### config.mk
export PLATFORM = sky130hd
export DESIGN_NAME = shift_left_seq
export DESIGN_NICKNAME = d
export VERILOG_FILES = /design/src/rtl/shift_left_seq.sv
export SDC_FILE = /design/constraint.sdc
export NUM_CORES = 1
export LEC_CHECK = 0
export CORE_MARGIN = 2
export CORE_UTILIZATION = 40
export CTS_CLUSTER_SIZE = 8
export DETAILED_ROUTE_END_ITERATION = 8
export SYNTH_ARGS = -nofsm -noshare
export SYNTH_HDL_FRONTEND = slang
export SYNTH_SLANG_ARGS = --single-unit
### constraint.sdc
create_clock -name clk -period 2.9 [get_ports clk]
set_input_delay 0.435 -clock clk [delete_from_list [all_inputs] [get_ports clk]]
set_output_delay 0.435 -clock clk [all_outputs]
set_load 0.005 [all_outputs]
### src/rtl/shift_left_seq.sv
// Multi-cycle barrel shifter: one log-stage per cycle (5 stages for N=32), with a
// valid/ready handshake on both sides and a fixed accept-to-result latency of 6 cycles.
module shift_left_seq #(
  parameter int N = 32
) (
  input  logic                 clk,
  input  logic                 rst,
  input  logic                 in_valid,
  output logic                 in_ready,
  input  logic [N-1:0]         in,
  input  logic [$clog2(N)-1:0] shamt,
  input  logic                 mode,
  output logic                 out_valid,
  input  logic                 out_ready,
  output logic [N-1:0]         out,
  output logic                 busy
);

  localparam int SW = $clog2(N);
  localparam logic [2:0] LAST_STAGE = 3'(SW - 1);

  typedef enum logic [1:0] {IDLE, BUSY, DONE} state_t;

  state_t          state, state_next;
  logic [2:0]      stage;
  logic [N-1:0]    work;
  logic [SW-1:0]   shamt_q;
  logic            mode_q;

  logic            accept;
  logic [7:0]      shamt_ext;
  logic            stage_en;
  logic [SW:0]     amt;
  logic [2*N-1:0]  doubled;
  logic [N-1:0]    stage_result;

  assign accept = in_valid && in_ready;

  // Rotation reads the upper half of {work,work} shifted left; stage amount is never 0 or N.
  always_comb begin
    shamt_ext    = {{(8-SW){1'b0}}, shamt_q};
    stage_en     = shamt_ext[stage];
    amt          = {{SW{1'b0}}, 1'b1} << stage;
    doubled      = {work, work} << amt;
    stage_result = work;
    if (stage_en) begin
      if (mode_q) stage_result = doubled[2*N-1:N];
      else        stage_result = work << amt;
    end
  end

  always_comb begin
    state_next = state;
    in_ready   = 1'b0;
    out_valid  = 1'b0;
    unique case (state)
      IDLE: begin
        in_ready = 1'b1;
        if (in_valid) state_next = BUSY;
      end
      BUSY: begin
        if (stage == LAST_STAGE) state_next = DONE;
      end
      DONE: begin
        out_valid = 1'b1;
        if (out_ready) state_next = IDLE;
      end
      default: state_next = IDLE;
    endcase
  end

  always_ff @(posedge clk) begin
    if (rst) begin
      state   <= IDLE;
      stage   <= '0;
      work    <= '0;
      shamt_q <= '0;
      mode_q  <= 1'b0;
    end else begin
      state <= state_next;
      if (accept) begin
        work    <= in;
        shamt_q <= shamt;
        mode_q  <= mode;
        stage   <= '0;
      end else if (state == BUSY) begin
        work  <= stage_result;
        stage <= stage + 3'd1;
      end
    end
  end

  assign out  = work;
  assign busy = (state != IDLE);

endmodule

==> results of run 1 <==
-- state kept, by name (all words and copies together) (netlist names) --
signal	flops
out	32
shamt_q	5
state	2
stage	3
mode_q	1
-- cells in the mapped netlist, types with 8 or more instances --
cell / number / area (µm²)
nor2_1: 79 / 297
nand2_1: 46 / 173
nor2b_1: 8 / 50.1
buf_2: 17 / 85.1
a21oi_1: 44 / 220
o22ai_1: 36 / 225
mux2i_1: 22 / 220
a221oi_1: 12 / 105
o21ai_0: 22 / 110
mux4_2: 9 / 203
nor3_1: 23 / 115
inv_1: 25 / 93.8
a22oi_1: 13 / 97.6
mux2_2: 28 / 315
a211oi_1: 17 / 128
and3_1: 11 / 68.8
nand2b_1: 8 / 50.1
o21a_1: 10 / 75.1
dfxtp_1: 43 / 861
clkbuf_1: 40 / 150
-- logic make-up after synthesis --
kind of cell | Yosys count | synth area share (%)
mux | 63 | 16.9
compound gates | 240 | 34.7
buf+inv | 91 | 8.37
flops | 43 | 17.3
fa+ha+maj | 5 | 1.26
simple gates | 219 | 21.4
-- layer usage --
| layer | vias up | global-route usage, % | wire length [µm] |
|---|---|---|---|
| met5 | - | 0 | 0 |
| met4 | 0 | 18.9 | 1380 |
| met2 | 504 | 54.5 | 10800 |
| li1 | 2726 | - | - |
| met3 | 88 | 8.63 | 3300 |
| met1 | 3033 | 56.1 | 10600 |
-- area by class of cell --
type,count,area (µm²),share of cell area [%]
clock inverters,2,60.1,0.925
multi-input cells,527,3750,57.7
inverters,25,93.8,1.45
well taps,168,210,3.24
clock buffers,6,129,1.98
flip-flops and latches,43,862,13.3
repair buffers,154,1390,21.4
-- per-stage QoR --
step / std cells / TNS [ps] / util, % / hold WS (ps) / setup slack (ps)
global route: 925 / -13.7 / 53.8 / 491 / -7.63
floorplan: 661 / 0 / - / 433 / 440
finish: 925 / -17.7 / 53.8 / 460 / -17.7
CTS: 923 / 0 / 53.4 / 459 / 26.4
global placement: 915 / 0 / 51.8 / 446 / 0.319
detailed placement: 915 / -39.7 / 51.8 / 451 / -39.7
-- final timing paths --
path | to | cells past startpoint | start | slack (ps)
worst max-delay path | out[16] | 9 | stage[1] | -20
worst min-delay path | shamt_q[3] | 2 | shamt_q[3] | 460
worst max register to register | out[16] | 9 | stage[1] | -20
worst min register to register | shamt_q[3] | 2 | shamt_q[3] | 460
-- repair_timing --
item | CTS | global route
endpoints found under the setup margin | 1 | 18
pin swaps | 0 | 1
resized for setup | 1 | 7
buffers inserted | 0 | 2
-- report_power, final --
part           switching, mW  leakage [nW]  internal [mW]
clock network          0.273        0.0911          0.495
logic                  0.659          2.10          0.547
registers              0.105         0.354          0.636
total                   1.04          2.55           1.68
-- worst max-delay path: stages, from the launching register on --
cell and delay [ps]:
dfxtp_2 350, inv_1 110, ha_1 300, or3_1 170, nand2_1 290, buf_4 260
a211oi_1 550, mux2_2 290, o22ai_1 80, a211oi_1 380
==> results_dict.tcl, run 1 <==
set metrics [dict create \
    drcViolationCount 12 \
    fmaxAchievable_mhz 343 \
    final_antenna_net_count 0 \
    ys_seq_area_share_pct 17.3 \
    first_pass_iters 9 \
    max_slew.worst_pin.slew_ps 876 \
    cts_buffers 5 \
    diodes 0 \
    cts.clk_slew.worst_paths_ps 70 \
    coreArea_um2 12100 \
    track_usage_pct 38.9 \
    cts_tree "built" \
    antenna_found_initial 0 \
    fin_area_um2 6490 \
    crit_arrival_ps 3090 \
    hold_viol_final 0 \
    num_rows 40 \
    die_h_um 116 \
    ys.flop_type "dfxtp_1" \
    cts_max_level 2 \
    io_buffers 76 \
    wl_mm 26.1 \
    ctsHoldBuffers 0 \
    start_util_pct 41.3 \
    grt_pass1_wl_mm 38.2 \
    grt_pass1_vias 5910 \
    hold_path.class "reg -> reg" \
    die_area_um2 13400 \
    skew_ps 6.84 \
    power_mw 2.71 \
    ir_drop_mv 0.274 \
    wire_per_inst_um 28.2 \
    synth_edf_count 0 \
    vias 6351 \
    overflow 0 \
    fillers 1185 \
    first_iter_violations 1002 \
    drv_slew 0 \
    yosysWarnings 0 \
    p_per_area_nw_per_um2 418 \
    syn_nets 708 \
    fin_ws_ps -17.7 \
    cp_max_fo 10 \
    failed_checks "DRC, setup timing" \
    endpoint_kind "register" \
    cp_data_required_time_ps 3080 \
    relSlewSlack_pct 41.2 \
    die_w_um 116 \
    synth_area_um2 4980 \
    synth_seq_cells 43 \
    max-clock-path-buffers 2 \
    final_cell_mix "nor2_1, clkdlybuf4s50_1, buf_4" \
    postSynthCellCount 661 \
    p_leak_nw 2.55 \
    grt_max_degree 40 \
    finalSetupViolCount 1 \
    start_kind "register" \
    fin_nets 803 \
    drt-vias-per-instance 6.87 \
    status "complete, but fails checks" \
    dp_hpwl_mm 19.8 \
    post_dp_cell_area_um2 6250 \
    period_minus_slack_ps 2920 \
    criticalPathCategory "reg -> reg" \
    cts_root_buf "clkbuf_16" \
    max_cap_viol_count 0 \
    clock_latency_ps 310 \
    drive_gt1_share_pct 19.9 \
    clock_sinks 43 \
    syn2layout_area_growth_pct 30.4 \
    finalCritPeriodShare_pct 101 \
    syn_area_per_cell_um2 7.53 \
    ios 77 \
    ys_types 77 \
    final_common_cell "nor2_1" \
    gp_congestion 1.02 \
    async_reset_ff_share_pct 0 \
]
(Power assumes the default switching activity.)
==> run 2: changes to the inputs <==
--- a/config.mk
+++ b/config.mk
@@ -5,10 +5,13 @@
 export SDC_FILE = /design/constraint.sdc
 export NUM_CORES = 1
 export LEC_CHECK = 0
+export CELL_PAD_IN_SITES_DETAIL_PLACEMENT = 2
+export CELL_PAD_IN_SITES_GLOBAL_PLACEMENT = 2
 export CORE_MARGIN = 2
-export CORE_UTILIZATION = 40
+export CORE_UTILIZATION = 32
 export CTS_CLUSTER_SIZE = 8
 export DETAILED_ROUTE_END_ITERATION = 8
+export PLACE_DENSITY_LB_ADDON = 0.1
 export SYNTH_ARGS = -nofsm -noshare
 export SYNTH_HDL_FRONTEND = slang
 export SYNTH_SLANG_ARGS = --single-unit
==> run 2 against run 1 <==
  * The run now ends clean
  * Clock-buffer cell count decreased by 1
  * Critical path depth increased by 1
  * Clock power increased by 3.0%
  * Die area increased by 24%
  * Register-to-register slack improved by 90 ps
  * Critical path type unchanged
==> results_dict.tcl, run 2 (synthesis gave the netlist of run 1 again) <==
set metrics [dict create \
    status "finished clean" \
    crit_arrival_ps 2990 \
    syn2layout_area_growth_pct 33.0 \
    vias 6354 \
    first_pass_iters 4 \
    max_slew.worst_pin.slew_ps 967 \
    wl_mm 30.1 \
    start_kind "register" \
    max_cap_viol_count 0 \
    finalNonFillerCells 957 \
    fin_tns_setup_ps 0 \
    endpoint_kind "register" \
    die_w_um 129 \
    ctsHoldBuffers 0 \
    cp_data_required_time_ps 3060 \
    overflow 0 \
    cts_buffers 5 \
    final_util_pct 43.6 \
    p_leak_nw 2.61 \
    cts_max_level 2 \
    skew_ps 11.9 \
    die_area_um2 16600 \
    wire_per_inst_um 31.5 \
    r2r_start "stage[0]" \
    max-clock-path-buffers 2 \
    die_h_um 129 \
    hold_viol_final 0 \
    num_rows 45 \
    start_util_pct 32.8 \
    criticalPathCategory "reg -> reg" \
    antenna_found_initial 0 \
    drt-vias-per-instance 6.64 \
    startpoint "stage[0]" \
    drive_gt1_share_pct 21.2 \
    p_per_area_nw_per_um2 419 \
    final_cell_mix "buf_4, nor2_1, clkdlybuf4s50_1" \
    fin_area_um2 6620 \
    clock_latency_ps 310 \
    cts.clk_slew.worst_paths_ps 80 \
    largest_reg_flops 32 \
    hold_path.class "reg -> reg" \
    cts_root_buf "clkbuf_16" \
    clock_sinks 43 \
    rsz0062_at_grt "true" \
    diodes 0 \
    drv_slew 0 \
    place_inst 947 \
    fmaxAchievable_mhz 354 \
    ir_drop_mv 0.249 \
    holdCritStartpoint "shamt_q[0]" \
    fin_nets 815 \
    dp_hpwl_mm 23.5 \
    ios 77 \
    post_dp_cell_area_um2 6380 \
    period_minus_slack_ps 2830 \
    finalCritPeriodShare_pct 97.5 \
    first_iter_violations 506 \
    gp_congestion 1.04 \
    cp_max_fo 26 \
    final_common_cell "buf_4" \
    drcViolationCount 0 \
    relSlewSlack_pct 35.4 \
    track_usage_pct 36.8 \
    grt_pass1_wl_mm 44.5 \
    coreArea_um2 15200 \
    final_antenna_net_count 0 \
    grt_max_degree 48 \
    io_buffers 76 \
    grt_pass1_vias 6587 \
    finalSetupViolCount 0 \
    cts_tree "built" \
]
run 2: changes by cell type in the layout (fill, tap and decap cells not counted), sizes merged:
cell | previous run | this run
buf | 79 | 91
clkinvlp | 0 | 1
clkbuf | 6 | 5
run 2: where the power goes:
group          leakage [nW]  internal, mW  switching [mW]
Clock                0.0900         0.495           0.296
Combinational          2.17         0.559           0.684
Sequential            0.354         0.635           0.108
Total                  2.61          1.69            1.09
run 2: layout make-up:
| type | instances | area (µm²) |
|---|---|---|
| fillers | 1793 | 8580 |
| multi-input cells | 527 | 3740 |
| repair buffers | 166 | 1500 |
| flip-flops and latches | 43 | 861 |
| well taps | 188 | 235 |
| clock buffers | 5 | 125 |
| inverters | 25 | 93.8 |
| clock inverters | 3 | 67.6 |
run 2: what timing repair did:
action,in CTS,in global routing
gates resized for setup,1,6
setup endpoints to repair,1,7
setup buffers,0,2
pin swaps,0,2
run 2: critical path, stage by stage, from the launching register on:
cell and delay, ps:
dfxtp_1 380, inv_1 90, ha_1 280, buf_12 200, or3b_2 530, buf_4 200, o22ai_1 120, a211oi_1 110
mux2_2 320, a221oi_2 360, nor4_1 80
run 2: routing by layer:
layer | vias up | GRT usage [%] | wire [µm]
met5 | - | 0 | 0
met4 | 0 | 12.7 | 1060
met3 | 63 | 6.94 | 1840
met2 | 244 | 59.7 | 13900
met1 | 3292 | 49.0 | 13300
li1 | 2755 | - | -
run 2: metrics by stage:
stage	setup slack, ps	hold WS [ps]	total power, mW
3_3_place_gp	120	443	1.91
4_1_cts	79.0	472	2.74
3_5_place_dp	48.0	460	1.95
5_1_grt	-2.96	488	2.87
6_report	72.6	471	2.78
2_1_floorplan	440	433	1.36
run 2: final timing paths:
kind	endpoint	slack, ps	depth (start not counted)
worst max-delay path	out[7]	70	10
worst min-delay path	shamt_q[0]	470	2
worst max register to register	out[7]	70	10
worst min register to register	shamt_q[0]	470	2
